[config.mk]
export PLATFORM = sky130hd
export DESIGN_NAME = sliding_puzzle
export DESIGN_NICKNAME = d
export VERILOG_FILES = /design/src/rtl/sliding_puzzle_pkg.sv /design/src/rtl/sliding_puzzle_lfsr.sv /design/src/rtl/sliding_puzzle.sv
export SDC_FILE = /design/constraint.sdc
export NUM_CORES = 1
export LEC_CHECK = 0
export CORE_MARGIN = 2
export CORE_UTILIZATION = 45
export DETAILED_ROUTE_END_ITERATION = 7
export PLACE_DENSITY_LB_ADDON = 0.3
export SYNTH_ARGS = -nofsm -noshare
export SYNTH_HDL_FRONTEND = slang
export SYNTH_SLANG_ARGS = --single-unit
[constraint.sdc]
create_clock -name clk -period 8.8 [get_ports clk]
set_input_delay 1.76 -clock clk [delete_from_list [all_inputs] [get_ports clk]]
set_output_delay 1.76 -clock clk [all_outputs]
set_load 0.01 [all_outputs]
[src/rtl/sliding_puzzle_pkg.sv]
// Shared encodings for the sliding puzzle: move directions, controller states and
// the scramble LFSR constants.
package sliding_puzzle_pkg;

    typedef enum logic [1:0] {
        DIR_LEFT  = 2'b00,
        DIR_RIGHT = 2'b01,
        DIR_UP    = 2'b10,
        DIR_DOWN  = 2'b11
    } dir_e;

    typedef enum logic {
        ST_PLAY     = 1'b0,
        ST_SCRAMBLE = 1'b1
    } state_e;

    // Fibonacci taps 16,14,13,11 expressed as bit positions 15,13,12,10.
    localparam logic [15:0] LFSR_TAPS         = 16'hB400;
    localparam logic [15:0] LFSR_DEFAULT_SEED = 16'hACE1;

    // LEFT<->RIGHT and UP<->DOWN differ only in the low bit.
    function automatic logic [1:0] reverse_dir(input logic [1:0] dir);
        return {dir[1], ~dir[0]};
    endfunction

endpackage

[src/rtl/sliding_puzzle_lfsr.sv]
// 16-bit Fibonacci LFSR shifting toward the MSB; drives scramble move selection.
// A zero seed would lock the register, so it is replaced by the default seed.
module sliding_puzzle_lfsr
    import sliding_puzzle_pkg::*;
(
    input  logic        clk,
    input  logic        reset,
    input  logic        load_i,
    input  logic        enable_i,
    input  logic [15:0] seed_i,
    output logic [15:0] state_o
);

    logic [15:0] state_q;
    logic        feedback;

    assign feedback = ^(state_q & LFSR_TAPS);
    assign state_o  = state_q;

    always_ff @(posedge clk) begin
        if (reset) begin
            state_q <= LFSR_DEFAULT_SEED;
        end else if (load_i) begin
            state_q <= (seed_i == 16'd0) ? LFSR_DEFAULT_SEED : seed_i;
        end else if (enable_i) begin
            state_q <= {state_q[14:0], feedback};
        end
    end

endmodule

[src/rtl/sliding_puzzle.sv]
// DIM x DIM sliding tile puzzle: user moves of the blank, LFSR-driven scramble,
// solved detection and a combinational cell read port.
module sliding_puzzle
    import sliding_puzzle_pkg::*;
#(
    parameter  int DIM   = 3,
    parameter  int CNT_W = 16,
    localparam int NC    = DIM * DIM,
    localparam int IW    = $clog2(NC),
    localparam int TW    = $clog2(NC),
    localparam int RW    = $clog2(DIM)
) (
    input  logic             clk,
    input  logic             reset,
    input  logic             move_val,
    input  logic [1:0]       move_dir,
    output logic             move_rdy,
    input  logic             scr_start,
    input  logic [7:0]       scr_len,
    input  logic [15:0]      scr_seed,
    output logic             busy,
    output logic             move_done,
    output logic             move_err,
    output logic             solved,
    output logic [CNT_W-1:0] move_count,
    output logic [RW-1:0]    blank_row,
    output logic [RW-1:0]    blank_col,
    input  logic [IW-1:0]    rd_idx,
    output logic [TW-1:0]    rd_tile,
    output state_e           dbg_state
);

    localparam logic [RW-1:0] EDGE = RW'(DIM - 1);

    state_e           state_q, state_d;
    logic [TW-1:0]    board_q [NC];
    logic [TW-1:0]    board_d [NC];
    logic [RW-1:0]    br_q, br_d, bc_q, bc_d;
    logic [CNT_W-1:0] cnt_q, cnt_d;
    logic             done_q, done_d, err_q, err_d;
    logic [7:0]       rem_q, rem_d;
    logic [1:0]       prev_dir_q, prev_dir_d;
    logic             prev_vld_q, prev_vld_d;

    logic [15:0]      lfsr_state;
    logic             scr_take, user_req, scr_apply, scr_last, legal;
    logic [1:0]       cand_dir;
    logic [RW-1:0]    nb_row, nb_col;
    logic [IW-1:0]    blank_idx, nb_idx;

    function automatic logic [TW-1:0] home_tile(input int i);
        return (i == NC - 1) ? '0 : TW'(i + 1);
    endfunction

    sliding_puzzle_lfsr u_lfsr (
        .clk      (clk),
        .reset    (reset),
        .load_i   (scr_take),
        .enable_i (state_q == ST_SCRAMBLE),
        .seed_i   (scr_seed),
        .state_o  (lfsr_state)
    );

    // A scramble request outranks a same-cycle user move; a zero length is ignored.
    assign scr_take = (state_q == ST_PLAY) && scr_start && (scr_len != 8'd0);
    assign user_req = (state_q == ST_PLAY) && move_val && !scr_take;
    assign cand_dir = (state_q == ST_SCRAMBLE) ? lfsr_state[1:0] : move_dir;

    always_comb begin
        legal  = 1'b0;
        nb_row = br_q;
        nb_col = bc_q;
        case (cand_dir)
            DIR_LEFT: begin
                legal  = (bc_q != '0);
                nb_col = bc_q - 1'b1;
            end
            DIR_RIGHT: begin
                legal  = (bc_q != EDGE);
                nb_col = bc_q + 1'b1;
            end
            DIR_UP: begin
                legal  = (br_q != '0);
                nb_row = br_q - 1'b1;
            end
            default: begin
                legal  = (br_q != EDGE);
                nb_row = br_q + 1'b1;
            end
        endcase
    end

    assign blank_idx = IW'(br_q) * IW'(DIM) + IW'(bc_q);
    assign nb_idx    = IW'(nb_row) * IW'(DIM) + IW'(nb_col);

    // Scramble never undoes its own previous move, so every applied move makes progress.
    assign scr_apply = (state_q == ST_SCRAMBLE) && legal &&
                       !(prev_vld_q && (cand_dir == reverse_dir(prev_dir_q)));
    assign scr_last  = (state_q == ST_SCRAMBLE) &&
                       ((rem_q == 8'd0) || (scr_apply && (rem_q == 8'd1)));

    always_ff @(posedge clk) begin
        if (reset) begin
            state_q <= ST_PLAY;
        end else begin
            state_q <= state_d;
        end
    end

    always_comb begin
        state_d = state_q;
        case (state_q)
            ST_PLAY:     if (scr_take) state_d = ST_SCRAMBLE;
            ST_SCRAMBLE: if (scr_last) state_d = ST_PLAY;
            default:     state_d = ST_PLAY;
        endcase
    end

    always_comb begin
        move_rdy  = (state_q == ST_PLAY);
        busy      = (state_q == ST_SCRAMBLE);
        dbg_state = state_q;
    end

    always_comb begin
        for (int i = 0; i < NC; i++) begin
            board_d[i] = board_q[i];
        end
        br_d       = br_q;
        bc_d       = bc_q;
        cnt_d      = cnt_q;
        rem_d      = rem_q;
        prev_dir_d = prev_dir_q;
        prev_vld_d = prev_vld_q;
        done_d     = user_req && legal;
        err_d      = user_req && !legal;

        if ((user_req && legal) || scr_apply) begin
            board_d[blank_idx] = board_q[nb_idx];
            board_d[nb_idx]    = '0;
            br_d               = nb_row;
            bc_d               = nb_col;
        end
        if (user_req && legal && (cnt_q != '1)) begin
            cnt_d = cnt_q + 1'b1;
        end
        if (scr_take) begin
            rem_d      = scr_len;
            prev_vld_d = 1'b0;
        end
        if (scr_apply) begin
            rem_d      = rem_q - 8'd1;
            prev_dir_d = cand_dir;
            prev_vld_d = 1'b1;
        end
        if (scr_last) begin
            cnt_d = '0;
        end
    end

    always_ff @(posedge clk) begin
        if (reset) begin
            for (int i = 0; i < NC; i++) begin
                board_q[i] <= home_tile(i);
            end
            br_q       <= EDGE;
            bc_q       <= EDGE;
            cnt_q      <= '0;
            done_q     <= 1'b0;
            err_q      <= 1'b0;
            rem_q      <= 8'd0;
            prev_dir_q <= 2'b00;
            prev_vld_q <= 1'b0;
        end else begin
            for (int i = 0; i < NC; i++) begin
                board_q[i] <= board_d[i];
            end
            br_q       <= br_d;
            bc_q       <= bc_d;
            cnt_q      <= cnt_d;
            done_q     <= done_d;
            err_q      <= err_d;
            rem_q      <= rem_d;
            prev_dir_q <= prev_dir_d;
            prev_vld_q <= prev_vld_d;
        end
    end

    always_comb begin
        solved = 1'b1;
        for (int i = 0; i < NC; i++) begin
            if (board_q[i] != home_tile(i)) solved = 1'b0;
        end
    end

    always_comb begin
        rd_tile = '0;
        if (int'(rd_idx) < NC) rd_tile = board_q[rd_idx];
    end

    assign move_done  = done_q;
    assign move_err   = err_q;
    assign move_count = cnt_q;
    assign blank_row  = br_q;
    assign blank_col  = bc_q;

endmodule

==> results.toml <==
[run_status]
run_status = "finished, final reports clean"

[finish]
drive_gt1_share_pct = 12.1
fillers = 988
n_antenna_cell = 0
syn_to_final_growth_pct = 17.5
final_nets = 628
final_cells = 728

[sta]
tightest_slew_ns = 1.18
finalWorstSetupSlack_ns = 3.07
final-setup-viol-count = 0
hold_violations = 0
slew_headroom_pct = 21.4
slew_viol_final = 0
fin_tns_setup_ns = 0
min_period_ns = 5.73
rsz0062_at_grt = "false"
clock_skew_ns = 0.0106
fmax_mhz = 174
period_share_pct = 65.2

[worst_setup_path]
cpPeakStageDelay_ns = 0.85
regToRegEndpoint = "board_q[4][1]"
r2r-start = "busy"
cp_slowest_cell = "clkdlybuf4s50_1"
rrSetupSlack_ns = 4.05
critPathArrivalTime_ns = 3.97
critPathMostFrequentCell = "clkdlybuf4s50_1"
cp_max_fo = 9
cp_data_required_time_ns = 7.04
start_kind = "primary input"
path_cells = "clkdlybuf4s50_1, mux4_2, mux2i_1, o21ai_0, clkdlybuf4s50_1"
reg2reg_depth = 14
path_class = "in -> out"
end_kind = "output pin"

[clock_network]
cts_setup_buffers = 0
cts_buffers = 9
htree_levels = 3
holdBufCountCts = 0
cts.sinks = 86
clk_path_buf_depth = 2
clock_latency_ns = 0.36
clk_pin_slew_ns = 0.08
root_buffer = "clkbuf_8"
tritoncts = "yes"
cts_resized = 0

[logic_synthesis]
synth_top_flop_cell = "dfxtp_1"
avgSynthCellArea_um2 = 9.42
syn_nets = 580
synth.distinct_cells = 67
synth_area_um2 = 5040
yosysSeqAreaShare_pct = 34.2
yosysWarnings = 0
synth_cells = 535
synth_edf_count = 0
synth_seq_cells = 86
async_reset_ff_share_pct = 0

[route]
first_pass_iters = 5
vias = 4548
wl_mm = 13.2
wl_per_cell_um = 18.2
drt-initial-drc-count = 304
drc = 0
vias_per_cell = 6.25
ant_nets = 0

[grt]
first_global_vias = 4486
overflow = 0
grt_usage_pct = 23.4
grt_max_degree = 58
grt_antenna_before_repair = 0
grt_pass1_wl_mm = 22.2

[die]
rows = 38
core_area_um2 = 10900
start_util_pct = 46.3
die_w_um = 110
die-height_um = 110
io_pins = 64
dieArea_um2 = 12100

[power_and_ir_drop]
p_seq_share_pct = 36.3
internal-power_uw = 768
power.switching_uw = 477
p_leak_uw = 0.00201
pwr_density_cell_nw_per_um2 = 210
switching_share_pct = 38.3
vdd_drop_max_mv = 0.0878
power_uw = 1250
combPwrFrac_pct = 42.7
clkPwrFrac_pct = 21.0

[place]
portBuffers = 63
place_congestion = 0.953
hpwl_mm = 9.61
dp.cells = 712
preCtsSetupSlack_ns = 2.84

[min_path]
holdPathStages = 2
worstHoldPathType = "reg -> reg"
min_from = "u_lfsr.state_o[11]"
hold_path_end = "u_lfsr.state_o[11]"

[run]
maxCapViolCount = 0
==> layer usage <==
| layer | vias to the layer above | global-route usage, % | routed length [um] |
|---|---|---|---|
| met4 | 0 | 8.59 | 242 |
| met5 | - | 0 | 0 |
| li1 | 2124 | - | - |
| met3 | 21 | 4.80 | 970 |
| met1 | 2199 | 31.3 | 5750 |
| met2 | 204 | 37.1 | 6270 |
==> synthesized netlist by cell type (5+ instances only) <==
library cell / count / area share, %
dfxtp_1: 86 / 34
nor2_1: 58 / 4.3
nand2_1: 39 / 2.9
a21oi_1: 28 / 2.8
clkbuf_1: 21 / 1.6
xnor2_1: 20 / 3.5
o21ai_0: 19 / 1.9
a32o_1: 18 / 3.6
mux4_2: 16 / 7.2
inv_1: 14 / 1.0
nor4_1: 14 / 1.7
a221o_1: 13 / 2.6
mux2i_1: 13 / 2.6
nor3_1: 12 / 1.2
nor2b_1: 11 / 1.4
nand3_1: 8 / 0.79
nor4_2: 8 / 2.0
a22oi_1: 7 / 1.0
and2_1: 7 / 0.87
ha_1: 7 / 1.7
nand4_1: 7 / 0.87
a211oi_1: 6 / 0.89
nand2b_1: 6 / 0.75
a32oi_1: 5 / 0.87
and3_1: 5 / 0.62
nor4b_1: 5 / 0.87
xor2_1: 5 / 0.87
==> layout by cell type (no fill, tap or decap), drive strengths merged, types with 4 or more instances in the layout <==
cell type and count:
fa 4, dfxtp 86, buf 6, xor2 6, nand2 39, nor4b 5, a211oi 8, nand2b 6
clkdlybuf4s50 62, and3 5, mux2 4, nand3 8, mux4 16, nor2 58, clkbuf 11, nand4 7
xnor2 20, and2 7, nor3 13, a32oi 5, a32o 18, nor4 22, mux2i 17, o21ai 26
a21oi 29, or2 5, ha 7, a22oi 7, a221o 13, inv 14, nor2b 11
==> worst max-delay path: cells and delay by family <==
| family | cells | cell delay, ns |
|---|---|---|
| buffers and inverters | 2 | 1.33 |
| muxes | 2 | 0.77 |
| AOI/OAI and AO/OA | 1 | 0.11 |
==> kinds of logic (layout without fill, tap and decap cells) <==
group                      count (synthesis)  after routing  synth area share, %
adders and majority gates                 11             11                 3.33
buffers and inverters                     45             98                 3.90
xor gates and xnor gates                  26             26                 4.89
AOI/OAI and AO/OA                        133            133                 20.5
DFF                                       86             86                 34.2
muxes                                     37             37                 12.1
and+or+nand+nor                          197            197                 21.1
==> sequential cells by signal (all words and copies together), names as in the netlist <==
register and flops:
blank_row 2, u_lfsr.state_o 16, busy 1, move_done 1
rem_q 8, move_err 1, blank_col 2, board_q 36
prev_vld_q 1, prev_dir_q 2, move_count 16
==> how the worst max path moves through the flow <==
stage / startpoint / end / slack, ns / cells past startpoint
after global routing: rd_idx[0] / rd_tile[1] / 2.92 / 5
after global placement: move_dir[0] / board_q[7][3] / 2.99 / 13
after detailed placement: move_dir[0] / board_q[7][3] / 2.84 / 13
final: rd_idx[0] / rd_tile[1] / 3.07 / 5
after CTS: rd_idx[0] / rd_tile[1] / 3.02 / 5
after floorplan: move_dir[1] / board_q[3][2] / 3.45 / 13
==> power by group through the flow <==
stage	Sequential, uW	Clock [uW]	Combinational, uW
after floorplan	449	0	403
after global placement	459	0	512
after detailed placement	461	0	523
after CTS	451	269	528
after global routing	456	286	579
final	452	262	532
==> per-stage QoR <==
step | instance area (um2) | hold WS (ns) | util, %
global route | 5920 | 0.503 | 54.4
global placement | 5730 | 0.445 | 52.7
detailed placement | 5730 | 0.451 | 52.7
CTS | 5920 | 0.472 | 54.4
floorplan | 5040 | 0.433 | -
finish | 5920 | 0.471 | 54.4
==> final cells by class <==
cell class / count / area (um2) / area share [%]
clock buffer: 11 / 151 / 2.56
clock inverter: 5 / 33.8 / 0.571
tap: 140 / 175 / 2.96
timing repair buffer: 68 / 663 / 11.2
sequential: 86 / 1720 / 29.1
inverter: 14 / 52.6 / 0.888
multi-input combinational: 404 / 3120 / 52.7
No activity file was read; power rests on OpenSTA's default activity.
